$ cat config.mk
export PLATFORM = sky130hd
export DESIGN_NAME = systolic_seq_ctrl_flat
export DESIGN_NICKNAME = d
export VERILOG_FILES = /design/src/rtl/systolic_seq_ctrl_if.sv /design/src/rtl/systolic_seq_ctrl.sv /design/src/flat_wrapper.sv
export SDC_FILE = /design/constraint.sdc
export NUM_CORES = 1
export LEC_CHECK = 0
export ABC_AREA = 1
export BUFFER_PORTS_ARGS = -buffer_cell sky130_fd_sc_hd__buf_4
export CAP_MARGIN = 25
export CORE_MARGIN = 2
export CORE_UTILIZATION = 37
export DETAILED_ROUTE_END_ITERATION = 6
export PLACE_DENSITY = 0.64
export SYNTH_ARGS = -nofsm -noshare
export SYNTH_HDL_FRONTEND = slang
export SYNTH_SLANG_ARGS = --single-unit
$ cat constraint.sdc
create_clock -name clk -period 3.4 [get_ports clk]
set_input_delay 0.34 -clock clk [delete_from_list [all_inputs] [get_ports clk]]
set_output_delay 0.34 -clock clk [all_outputs]
set_load 0.01 [all_outputs]
$ cat src/rtl/systolic_seq_ctrl_if.sv
// Operand/edge bundle between the host, the sequencer and the 4x4 systolic array.
// Master = operand source, slave = sequencer.
interface systolic_seq_ctrl_if #(
  parameter int DW = 8
) ();
  logic             start;
  logic [16*DW-1:0] a_mat;
  logic [16*DW-1:0] b_mat;
  logic [DW-1:0]    west0, west1, west2, west3;
  logic [DW-1:0]    north0, north1, north2, north3;
  logic             pe_clr;
  logic             pe_en;
  logic             busy;
  logic             done;

  modport master (
    output start, a_mat, b_mat,
    input  west0, west1, west2, west3,
    input  north0, north1, north2, north3,
    input  pe_clr, pe_en, busy, done
  );

  modport slave (
    input  start, a_mat, b_mat,
    output west0, west1, west2, west3,
    output north0, north1, north2, north3,
    output pe_clr, pe_en, busy, done
  );
endinterface

$ cat src/rtl/systolic_seq_ctrl.sv
// Sequencer for a 4x4 output-stationary systolic array: latches A/B, clears the PEs,
// feeds diagonally skewed edge streams, drains the wavefront and pulses done.
module systolic_seq_ctrl #(
  parameter int DW = 8
) (
  input  logic          clk,
  input  logic          rst,
  systolic_seq_ctrl_if.slave bus
);
  typedef enum logic [2:0] {IDLE, CLEAR, FEED, DRAIN, DONE} state_t;

  state_t                 state_reg, state_next;
  logic [3:0]             t_reg, t_next;
  logic [16*DW-1:0]       a_reg, a_next, b_reg, b_next;
  logic [3:0][DW-1:0]     west_reg, west_next, north_reg, north_next;
  logic                   clr_reg, clr_next, en_reg, en_next;
  logic                   busy_reg, busy_next, done_reg, done_next;

  always_comb begin
    state_next = state_reg;
    t_next     = t_reg;
    a_next     = a_reg;
    b_next     = b_reg;
    case (state_reg)
      IDLE, DONE: begin
        state_next = IDLE;
        t_next     = 4'd0;
        if (bus.start) begin
          state_next = CLEAR;
          a_next     = bus.a_mat;
          b_next     = bus.b_mat;
        end
      end
      CLEAR: begin
        state_next = FEED;
        t_next     = 4'd0;
      end
      FEED: begin
        t_next = t_reg + 4'd1;
        if (t_reg == 4'd6) state_next = DRAIN;
      end
      DRAIN: begin
        t_next = t_reg + 4'd1;
        if (t_reg == 4'd9) state_next = DONE;
      end
      default: begin
        state_next = IDLE;
        t_next     = 4'd0;
      end
    endcase
    // Outputs are decoded from the next state so they register alongside it.
    clr_next  = (state_next == CLEAR);
    en_next   = (state_next == FEED) || (state_next == DRAIN);
    busy_next = (state_next == CLEAR) || (state_next == FEED) || (state_next == DRAIN);
    done_next = (state_next == DONE);
  end

  // Lane gi carries element k = t - gi; negative k wraps high in 5 bits and is rejected.
  for (genvar gi = 0; gi < 4; gi++) begin : g_lane
    logic [4:0] d_w;
    logic       live_w;
    assign d_w    = {1'b0, t_next} - 5'(gi);
    assign live_w = (state_next == FEED) && (d_w < 5'd4);
    assign west_next[gi]  = live_w ? a_reg[(4*gi + int'(d_w[1:0]))*DW +: DW] : '0;
    assign north_next[gi] = live_w ? b_reg[(4*int'(d_w[1:0]) + gi)*DW +: DW] : '0;
  end

  always_ff @(posedge clk or negedge rst) begin
    if (!rst) begin
      state_reg <= IDLE;
      t_reg     <= '0;
      a_reg     <= '0;
      b_reg     <= '0;
      west_reg  <= '0;
      north_reg <= '0;
      clr_reg   <= 1'b0;
      en_reg    <= 1'b0;
      busy_reg  <= 1'b0;
      done_reg  <= 1'b0;
    end else begin
      state_reg <= state_next;
      t_reg     <= t_next;
      a_reg     <= a_next;
      b_reg     <= b_next;
      west_reg  <= west_next;
      north_reg <= north_next;
      clr_reg   <= clr_next;
      en_reg    <= en_next;
      busy_reg  <= busy_next;
      done_reg  <= done_next;
    end
  end

  assign bus.west0  = west_reg[0];
  assign bus.west1  = west_reg[1];
  assign bus.west2  = west_reg[2];
  assign bus.west3  = west_reg[3];
  assign bus.north0 = north_reg[0];
  assign bus.north1 = north_reg[1];
  assign bus.north2 = north_reg[2];
  assign bus.north3 = north_reg[3];
  assign bus.pe_clr = clr_reg;
  assign bus.pe_en  = en_reg;
  assign bus.busy   = busy_reg;
  assign bus.done   = done_reg;
endmodule

$ cat src/flat_wrapper.sv
// flat-port wrapper written by rule: the top's interface ports become plain ports
module systolic_seq_ctrl_flat 
#(
  parameter int DW = 8
)
  (clk, rst, bus_start, bus_a_mat, bus_b_mat, bus_west0, bus_west1, bus_west2, bus_west3, bus_north0, bus_north1, bus_north2, bus_north3, bus_pe_clr, bus_pe_en, bus_busy, bus_done);
  systolic_seq_ctrl_if #(.DW(DW)) bus_i ();
  input  logic clk;
  input  logic rst;
  input wire logic [$bits(bus_i.start)-1:0] bus_start;
  input wire logic [$bits(bus_i.a_mat)-1:0] bus_a_mat;
  input wire logic [$bits(bus_i.b_mat)-1:0] bus_b_mat;
  output wire logic [$bits(bus_i.west0)-1:0] bus_west0;
  output wire logic [$bits(bus_i.west1)-1:0] bus_west1;
  output wire logic [$bits(bus_i.west2)-1:0] bus_west2;
  output wire logic [$bits(bus_i.west3)-1:0] bus_west3;
  output wire logic [$bits(bus_i.north0)-1:0] bus_north0;
  output wire logic [$bits(bus_i.north1)-1:0] bus_north1;
  output wire logic [$bits(bus_i.north2)-1:0] bus_north2;
  output wire logic [$bits(bus_i.north3)-1:0] bus_north3;
  output wire logic [$bits(bus_i.pe_clr)-1:0] bus_pe_clr;
  output wire logic [$bits(bus_i.pe_en)-1:0] bus_pe_en;
  output wire logic [$bits(bus_i.busy)-1:0] bus_busy;
  output wire logic [$bits(bus_i.done)-1:0] bus_done;
  assign bus_i.start = bus_start;
  assign bus_i.a_mat = bus_a_mat;
  assign bus_i.b_mat = bus_b_mat;
  assign bus_west0 = bus_i.west0;
  assign bus_west1 = bus_i.west1;
  assign bus_west2 = bus_i.west2;
  assign bus_west3 = bus_i.west3;
  assign bus_north0 = bus_i.north0;
  assign bus_north1 = bus_i.north1;
  assign bus_north2 = bus_i.north2;
  assign bus_north3 = bus_i.north3;
  assign bus_pe_clr = bus_i.pe_clr;
  assign bus_pe_en = bus_i.pe_en;
  assign bus_busy = bus_i.busy;
  assign bus_done = bus_i.done;
  systolic_seq_ctrl #(.DW(DW)) u_core (.clk(clk), .rst(rst), .bus(bus_i));
endmodule
; Word-level counts from Yosys, hierarchy flattened
; Index checks and enable logic that the tools add are counted.
[word_totals]
regBits = 331
latch_bits = 0
ram_bits = 0
rom_bits = 0
in_bits = 259
word_cells = 72
n_memories = 0
[op_classes]
n_addsub = 10
multipliers = 0
n_div = 0
magnitude_cmp = 4
eq_ne = 10
n_shift = 8
n_mux = 13
bitwise = 0
n_reduce_logical = 11
[op_table]
columns = operator, count
row1 = $shiftx A128 B32 Y8, 6
row2 = $shiftx A128 B6 Y8, 1
row3 = $shiftx A128 B8 Y8, 1
row4 = $mux W8, 8
row5 = $lt A5 B3 Y1 const B, 3
row6 = $eq A3 B2 Y1 const B, 4
row7 = $pmux W3 S4, 1
row8 = $add A4 B2 Y5 const A, 2
row9 = $add A4 B2 Y5 const B, 2
row10 = $sub A4 B2 Y5 const B, 2
row11 = $eq A3 B1 Y1 const B, 2
row12 = $eq A3 B3 Y1 const B, 2
row13 = $mux W3, 2
row14 = $add A4 B1 Y5 const B, 1
row15 = $sub A4 B1 Y5 const B, 1
row16 = $add A3 B2 Y4 const A, 1
row17 = $add A4 B1 Y4 const B, 1
row18 = $eq A4 B3 Y1 const B, 1
row19 = $eq A4 B4 Y1 const B, 1
row20 = $logic_and A1 B1 Y1, 4
row21 = $lt A4 B3 Y1 const B, 1
row22 = $mux W4, 1
row23 = $reduce_or A2 Y1, 2
row24 = $logic_not A3 Y1, 1
row25 = 3 further kinds, 5

; Depth between registers and ports, before layout
; Gate-level depths: netlist of run 1.
[logic_depth]
word_depth = 7
mapped_depth = 15
mapped_depth_nobuf = 12

; Worst setup path before layout of run 1
; OpenSTA, ideal clock, no wires.
[synth_path]
path_type = reg-to-reg
startpoint = register u_core.t_reg[0]
endpoint = register u_core.west_reg (netlist bit u_core.bus.west3[6])
setup_ns = 0.069
arrival_ns = 2.589
required_time_ns = 3.331
path_slack_ns = 0.742
stages_incl_launch_ff = 16
n_path_buf = 4
synth_period_minus_slack_ns = 2.658
path_cell_list = dfrtp_1 buf_2 inv_1 ha_1 nor2_4 inv_1 buf_2 ha_1 clkbuf_1 inv_1 buf_1 a21oi_1 o21ai_0 nand2_1 inv_1 nor2_2
[synth_rtl]
columns = element, line
row1 = start: declaration, systolic_seq_ctrl.sv:13  ; logic [3:0] t_reg, t_next;
row2 = start signal: assignment, systolic_seq_ctrl.sv:82  ; t_reg <= t_next;
row3 = end signal: assignment, systolic_seq_ctrl.sv:85  ; west_reg <= west_next;
row4 = end: declaration, systolic_seq_ctrl.sv:15  ; logic [3:0][DW-1:0] west_reg, west_next, north_reg, north_next;

==> results.cfg, run 1 <==
[sta]
timing_hold_violations_final = 0
fmax_mhz = 357.7
setup_repair_after_global_routing_missed_its_margin = no
clock_skew_ns = 0.007701
drv_slew = 0
report.final.setup_viol = 0
timing.final.crit_period_ns = 2.796
least_margin_pin_slew_ns = 0.9003
fin_setup_tns_ns = 0
post-route-worst-setup-slack_ns = 0.6041
layout_worst_path_cycle_share = 0.8223
worst_slew_margin_rel = 0.3998
hold_slack_ns = 0.02130

[routing]
first_iter_violations = 796
vias_per_cell = 4.734
antenna_left = 0
vias = 12490
detailedRoute.firstPassIterationCount = 5
routedWlPerCell_um = 16.66
detail_route.drc_violations = 0
routed_wirelength_um = 43950

[placement]
place.detailed.instances = 2563
dp_hpwl_um = 29930
detailedPlace.worstSlack_ns = 0.5767
place.gp.congestion = 0.8664
placed_cell_area_sq_um = 17220
port_buffers = 326

[critical_path]
number_of_buffer_and_inverter_instances_along_the_worst_setup_path = 3
crit_required_ns = 3.77
reg2reg_depth = 11
critical-path-slowest-cell = sky130_fd_sc_hd__buf_4
critPathMaxFanout = 51
critPathLaunchType = flip-flop
worstSetupEndpointType = flip-flop
max_stage_delay_ns = 0.51
crit_top_cell = sky130_fd_sc_hd__nand2_1
regToRegEndpoint = u_core.bus.west3[7]
cp_top_family = buffers and inverters
worst-r2r-setup-slack_ns = 0.60
critical_path_arrival_ns = 3.17
regToRegStartpoint = u_core.t_reg[0]
cp_cell_sequence = inv_1, ha_1, nor2_4, buf_4, nand2_1, inv_2, nand2_1, nand2_1, nor2_1, nand2_2, nor2_1
timing_worst_setup_path_type = reg2reg

[min_path]
worst_hold_path_type = in2reg
hold-path-endpoint = u_core.a_reg[113]
whs_path_depth = 3
hp-start = bus_a_mat[113]

[die]
placeableCoreArea_sq_um = 37840
floorplan.die_area_sq_um = 40170
floorplan.initialDensity = 0.3772
std_cell_rows = 71
dieWidth_um = 200.4
boundaryPins = 327
dieHeight_um = 200.4

[logic_synthesis]
synth_edf_count = 0
post_synth_main_area_contributors = sky130_fd_sc_hd__dfrtp_1 (58%), sky130_fd_sc_hd__nand2_1 (24%), sky130_fd_sc_hd__nor2_1 (5.5%)
synth-main-ff-cell = sky130_fd_sc_hd__dfrtp_1
post-synth-top-area-fraction = 0.5802
ys_types = 25
post_synthesis_instance_area_sq_um = 14280
per_instance_average_area_after_synthesis_sq_um = 7.927
post_synthesis_register_bit_count = 331
synth.net_count = 2067
yosys_warnings = 0
cells_after_synth = 1801
asyncSetResetFlopFracSynth = 1.000
synth_sequential_area_ratio = 0.5802
post-synth-top-area-cell = sky130_fd_sc_hd__dfrtp_1

[layout]
final_design_area_no_fill_sq_um = 18550
syn_to_final_growth_pct = 29.93
layout.cells.most_common_list = sky130_fd_sc_hd__nand2_1 (902), sky130_fd_sc_hd__buf_4 (343), sky130_fd_sc_hd__dfrtp_1 (330)
n_fill_cell = 3693
layout-drive-gt1-share = 0.2094
mostFrequentLayoutCell = sky130_fd_sc_hd__nand2_1
final_net_count = 2363
fin_util = 0.4901
final-instance-count-excl-fill = 2638

[global_routing]
via_count_of_the_first_global_routing_pass = 12670
grt_start_max_net_pins = 113
grt_antenna_before_repair = 3
groute.usage.overall = 0.2186
grt_overflow = 0
grt_first_pass_wirelength_um = 70090

[clock_network]
numClockSinks = 331
clock_latency_ns = 0.51
clock_root_buffer = sky130_fd_sc_hd__clkbuf_16
path_clk_slew_ns = 0.06
cts_htree_levels = 2
clock_buffers_created_by_tritoncts = 38
ctsLongestPathBuffers = 3
cts_tree = done

[status]
run_status = finished clean

[pwr]
peakVddDrop_uv = 581.5
fin_total_pwr_mw = 18.64
p_leak_nw = 10.14
power_per_cell_area_nw_per_um2 = 1005

[flow_run]
cap_violations = 0
-- per-layer routing --
metal / global-route usage / wire length [um]
met1: 0.3142 / 20360
met2: 0.3408 / 19840
met3: 0.03523 / 2537
met4: 0.06640 / 1203
met5: 0 / 14
-- how the worst max path moves through the flow --
stage / to / slack (ns) / cells after the start / from
floorplan: u_core.bus.west3[6] / 0.74 / 15 / u_core.t_reg[0]
global placement: u_core.bus.north3[3] / 0.64 / 11 / u_core.t_reg[0]
detailed placement: u_core.bus.west3[7] / 0.58 / 11 / u_core.t_reg[0]
CTS: u_core.bus.west3[7] / 0.57 / 11 / u_core.t_reg[0]
global route: u_core.bus.west3[7] / 0.32 / 11 / u_core.t_reg[0]
finish: u_core.bus.west3[7] / 0.60 / 11 / u_core.t_reg[0]
-- cell usage after synthesis, types with 6 or more instances --
master                     count
sky130_fd_sc_hd__nand2_1     902
sky130_fd_sc_hd__dfrtp_1     331
sky130_fd_sc_hd__nor2_1      208
sky130_fd_sc_hd__o21ai_0      81
sky130_fd_sc_hd__clkbuf_1     56
sky130_fd_sc_hd__nand3_1      52
sky130_fd_sc_hd__inv_1        50
sky130_fd_sc_hd__a21oi_1      35
sky130_fd_sc_hd__buf_2        32
sky130_fd_sc_hd__nor2_2       13
sky130_fd_sc_hd__ha_1          7
sky130_fd_sc_hd__buf_1         6
-- area by class of cell --
cell class / count / area [sq um] / share of cell area
Multi-Input combinational cell: 1317 / 5371 / 0.2896
Clock inverter: 7 / 37.54 / 0.002024
Clock buffer: 61 / 1241 / 0.06691
Antenna cell: 2 / 5.005 / 0.0002698
Sequential cell: 331 / 8284 / 0.4466
Inverter: 54 / 210.2 / 0.01133
Tap cell: 511 / 639.4 / 0.03447
Timing Repair Buffer: 355 / 2760 / 0.1488
-- what timing repair did --
| item | CTS | global route |
|---|---|---|
| hold buffers | 5 | 0 |
| gates resized for setup | 0 | 0 |
| setup buffers | 0 | 0 |
| endpoints found under the hold margin | 100 | 0 |
-- tightest hold or removal path, cell delays in order --
cell and delay, ns:
sky130_fd_sc_hd__buf_4 0.07, sky130_fd_sc_hd__nand2_1 0.04, sky130_fd_sc_hd__nand2_1 0.04
-- kinds of logic after synthesis --
| kind of cell | count (synthesis) | synth area share |
|---|---|---|
| flops | 331 | 0.5802 |
| fa+ha+maj | 7 | 0.006135 |
| compound gates | 119 | 0.04303 |
| simple gates | 1190 | 0.3252 |
| xor+xnor | 1 | 0.0006136 |
| buf+inv | 153 | 0.04487 |
-- report_power, final --
group          internal [mW]  switching (mW)  leakage (nW)  total (mW)
clock network           2.49            1.61         0.637        4.11
registers               5.63           0.851          4.20        6.48
logic                   2.64            5.41          5.29        8.05
total                   10.8            7.88          10.1        18.6
Note: power is estimated with default switching activity, not from simulation.
==> inputs of run 2 (changes only) <==
Settings changed: ABC_AREA 1 to 0.
Clock period 3.4 ns to 2.9 ns, I/O delays scaled along.
==> results.cfg, run 2 <==
[status]
run_status = finished clean

[layout]
final_net_count = 2338
mostFrequentLayoutCell = sky130_fd_sc_hd__nand2_1
multiInputGateArea_sq_um = 5508
n_fill_cell = 3204
final_design_area_no_fill_sq_um = 21250
layout.cells.most_common_list = sky130_fd_sc_hd__nand2_1 (772), sky130_fd_sc_hd__buf_4 (351), sky130_fd_sc_hd__dfrtp_1 (330)
layout-drive-gt1-share = 0.2297
syn_to_final_growth_pct = 50.09
final-instance-count-excl-fill = 2610
register_area_sq_um = 8284

[critical_path]
critPathMaxFanout = 16
critical_path_arrival_ns = 3.02
critPathLaunchType = flip-flop
timing_worst_setup_path_type = reg2reg
crit_required_ns = 3.28
worstSetupEndpointType = flip-flop

[placement]
port_buffers = 326
place.gp.congestion = 0.8075
placed_cell_area_sq_um = 17310
place.detailed.instances = 2288
dp_hpwl_um = 26720

[sta]
timing.final.crit_period_ns = 2.642
timing_hold_violations_final = 0
drv_slew = 0
clock_skew_ns = 0.01211
report.final.setup_viol = 0
fmax_mhz = 378.6
setup_repair_after_global_routing_missed_its_margin = no
least_margin_pin_slew_ns = 0.9190
worst_slew_margin_rel = 0.3874
layout_worst_path_cycle_share = 0.9109
fin_setup_tns_ns = 0

[logic_synthesis]
cells_after_synth = 1514
post-synth-top-area-fraction = 0.5852
yosys-top-cells-count = sky130_fd_sc_hd__nand2_1 (773), sky130_fd_sc_hd__dfrtp_1 (331), sky130_fd_sc_hd__clkbuf_1 (70)
synth-main-ff-cell = sky130_fd_sc_hd__dfrtp_1
synth.net_count = 1780
post_synthesis_instance_area_sq_um = 14150
most_common_cell_in_the_netlist = sky130_fd_sc_hd__nand2_1
post_synth_main_area_contributors = sky130_fd_sc_hd__dfrtp_1 (59%), sky130_fd_sc_hd__nand2_1 (20%), sky130_fd_sc_hd__mux2i_1 (3.4%)
yosys_warnings = 0
synth_sequential_area_ratio = 0.5852
post-synth-top-area-cell = sky130_fd_sc_hd__dfrtp_1
ys_types = 45
synth_edf_count = 0
asyncSetResetFlopFracSynth = 1.000
post_synthesis_register_bit_count = 331
per_instance_average_area_after_synthesis_sq_um = 9.349

[pwr]
power_per_cell_area_nw_per_um2 = 1022
comb_power_share = 0.416
p_leak_nw = 10.86
switching_share = 0.3689
power_switching_mw = 8.012
seq_power_share = 0.345
cellInternalPower_mw = 13.71
peakVddDrop_uv = 1150
power_frac_clock = 0.239
fin_total_pwr_mw = 21.72

[die]
dieWidth_um = 199.6
floorplan.initialDensity = 0.3758
placeableCoreArea_sq_um = 37670
boundaryPins = 327
dieHeight_um = 199.6
std_cell_rows = 71
floorplan.die_area_sq_um = 39840

[clock_network]
cts.repair_timing.setup_buffer_count = 0
clock_latency_ns = 0.54
ctsLongestPathBuffers = 3
numClockSinks = 331
cts_tree = done
clock_root_buffer = sky130_fd_sc_hd__clkbuf_16
cts_htree_levels = 2
path_clk_slew_ns = 0.06
clock_buffers_created_by_tritoncts = 36

[routing]
antenna_left = 0
vias_per_cell = 4.849
detailedRoute.firstPassIterationCount = 5
routedWlPerCell_um = 16.88
vias = 12660
routed_wirelength_um = 44050
detail_route.drc_violations = 0
first_iter_violations = 802

[global_routing]
grt_antenna_before_repair = 0
grt_overflow = 0
via_count_of_the_first_global_routing_pass = 13190
grt_first_pass_wirelength_um = 69260
groute.usage.overall = 0.2216
grt_start_max_net_pins = 152

[flow_run]
cap_violations = 0

[min_path]
worst_hold_path_type = in2reg
==> run 2: cell count changes in the layout (fill, tap and decap cells not counted), moves of 17 or more <==
cell                            change
sky130_fd_sc_hd__nor3_1            +30
sky130_fd_sc_hd__a21oi_1           -18
sky130_fd_sc_hd__mux2i_1           +48
sky130_fd_sc_hd__nor2b_1           +17
sky130_fd_sc_hd__nand2_1          -130
sky130_fd_sc_hd__dlygate4sd3_1    +252
sky130_fd_sc_hd__nor2_1           -187
sky130_fd_sc_hd__a211oi_1          +32
sky130_fd_sc_hd__o21ai_0           -80
sky130_fd_sc_hd__nand3_1           -36
sky130_fd_sc_hd__inv_1             -45
==> run 2: logic make-up after synthesis <==
kind of cell | count (synthesis) | synth area share
XOR/XNOR | 6 | 0.004243
AND/OR/NAND/NOR | 891 | 0.2512
buffers and inverters | 107 | 0.03182
multiplexers | 65 | 0.06099
flip-flops | 331 | 0.5852
AO/OA/AOI/OAI | 107 | 0.06037
adder cells (fa/ha/maj) | 7 | 0.006187
==> run 2: final timing paths <==
check / startpoint / end / slack, ns / depth (start not counted)
setup reg to reg: u_core.t_reg[1] / u_core.bus.west3[5] / 0.26 / 7
setup / recovery: u_core.t_reg[1] / u_core.bus.west3[5] / 0.26 / 7
min in group asynchronous: rst / u_core.bus.west1[5] / 0.37 / 2
max in group asynchronous: rst / u_core.b_reg[87] / 1.66 / 3
hold reg to reg: u_core.b_reg[98] / u_core.b_reg[98] / 0.47 / 2
hold / removal: bus_start / u_core.b_reg[47] / 0.35 / 4
==> run 2: layout make-up <==
| cell class | instances | area share |
|---|---|---|
| antenna | 1 | 0.0001178 |
| clock buffer | 46 | 0.04894 |
| clock inverter | 18 | 0.01443 |
| inverter | 8 | 0.002002 |
| multi-input combinational | 1076 | 0.2592 |
| sequential | 331 | 0.3899 |
| tap | 511 | 0.03009 |
| timing repair buffer | 619 | 0.2552 |
==> run 2: metal layers <==
layer | vias to the layer above | track usage | wire length (um)
met1 | 6093 | 0.2954 | 19050
met5 | - | 0 | 0
met3 | 90 | 0.03797 | 2463
met4 | 0 | 0.08258 | 1307
met2 | 419 | 0.3630 | 21230
li1 | 6054 | - | -
==> run 2: per-stage QoR <==
| step | setup slack (ns) | util | hold WS, ns |
|---|---|---|---|
| 6_report | 0.2584 | 0.5640 | 0.3495 |
| 5_1_grt | 0.02863 | 0.5640 | 0.3948 |
| 4_1_cts | 0.1584 | 0.5637 | 0.3327 |
| 3_5_place_dp | 0.1688 | 0.4596 | 0.3578 |
| 3_3_place_gp | 0.3261 | 0.4596 | 0.3484 |
| 2_1_floorplan | 0.001428 | - | -0.005591 |
==> run 2: repair_timing <==
action,4_1_cts,5_1_grt
hold buffers,257,0
gates resized for setup,0,1
endpoints found under the hold margin,334,0
endpoints found under the setup margin,0,1
==> run 2: power by group through the flow <==
stage / logic [mW] / registers [mW] / clock network, mW
2_1_floorplan: 6.49 / 7.28 / 0
3_3_place_gp: 8.58 / 7.47 / 0
3_5_place_dp: 8.74 / 7.54 / 0
4_1_cts: 9.06 / 7.48 / 5.31
5_1_grt: 10.0 / 7.72 / 5.48
6_report: 9.03 / 7.50 / 5.19
==> run 2: worst max-delay path, stage by stage, from the launching register on <==
cell	delay [ns]
sky130_fd_sc_hd__dfrtp_1	0.45
sky130_fd_sc_hd__ha_1	0.26
sky130_fd_sc_hd__xnor2_1	0.25
sky130_fd_sc_hd__nand2b_1	0.16
sky130_fd_sc_hd__ha_1	0.16
sky130_fd_sc_hd__nor2b_1	0.27
sky130_fd_sc_hd__o31a_1	0.77
sky130_fd_sc_hd__nor3_1	0.15
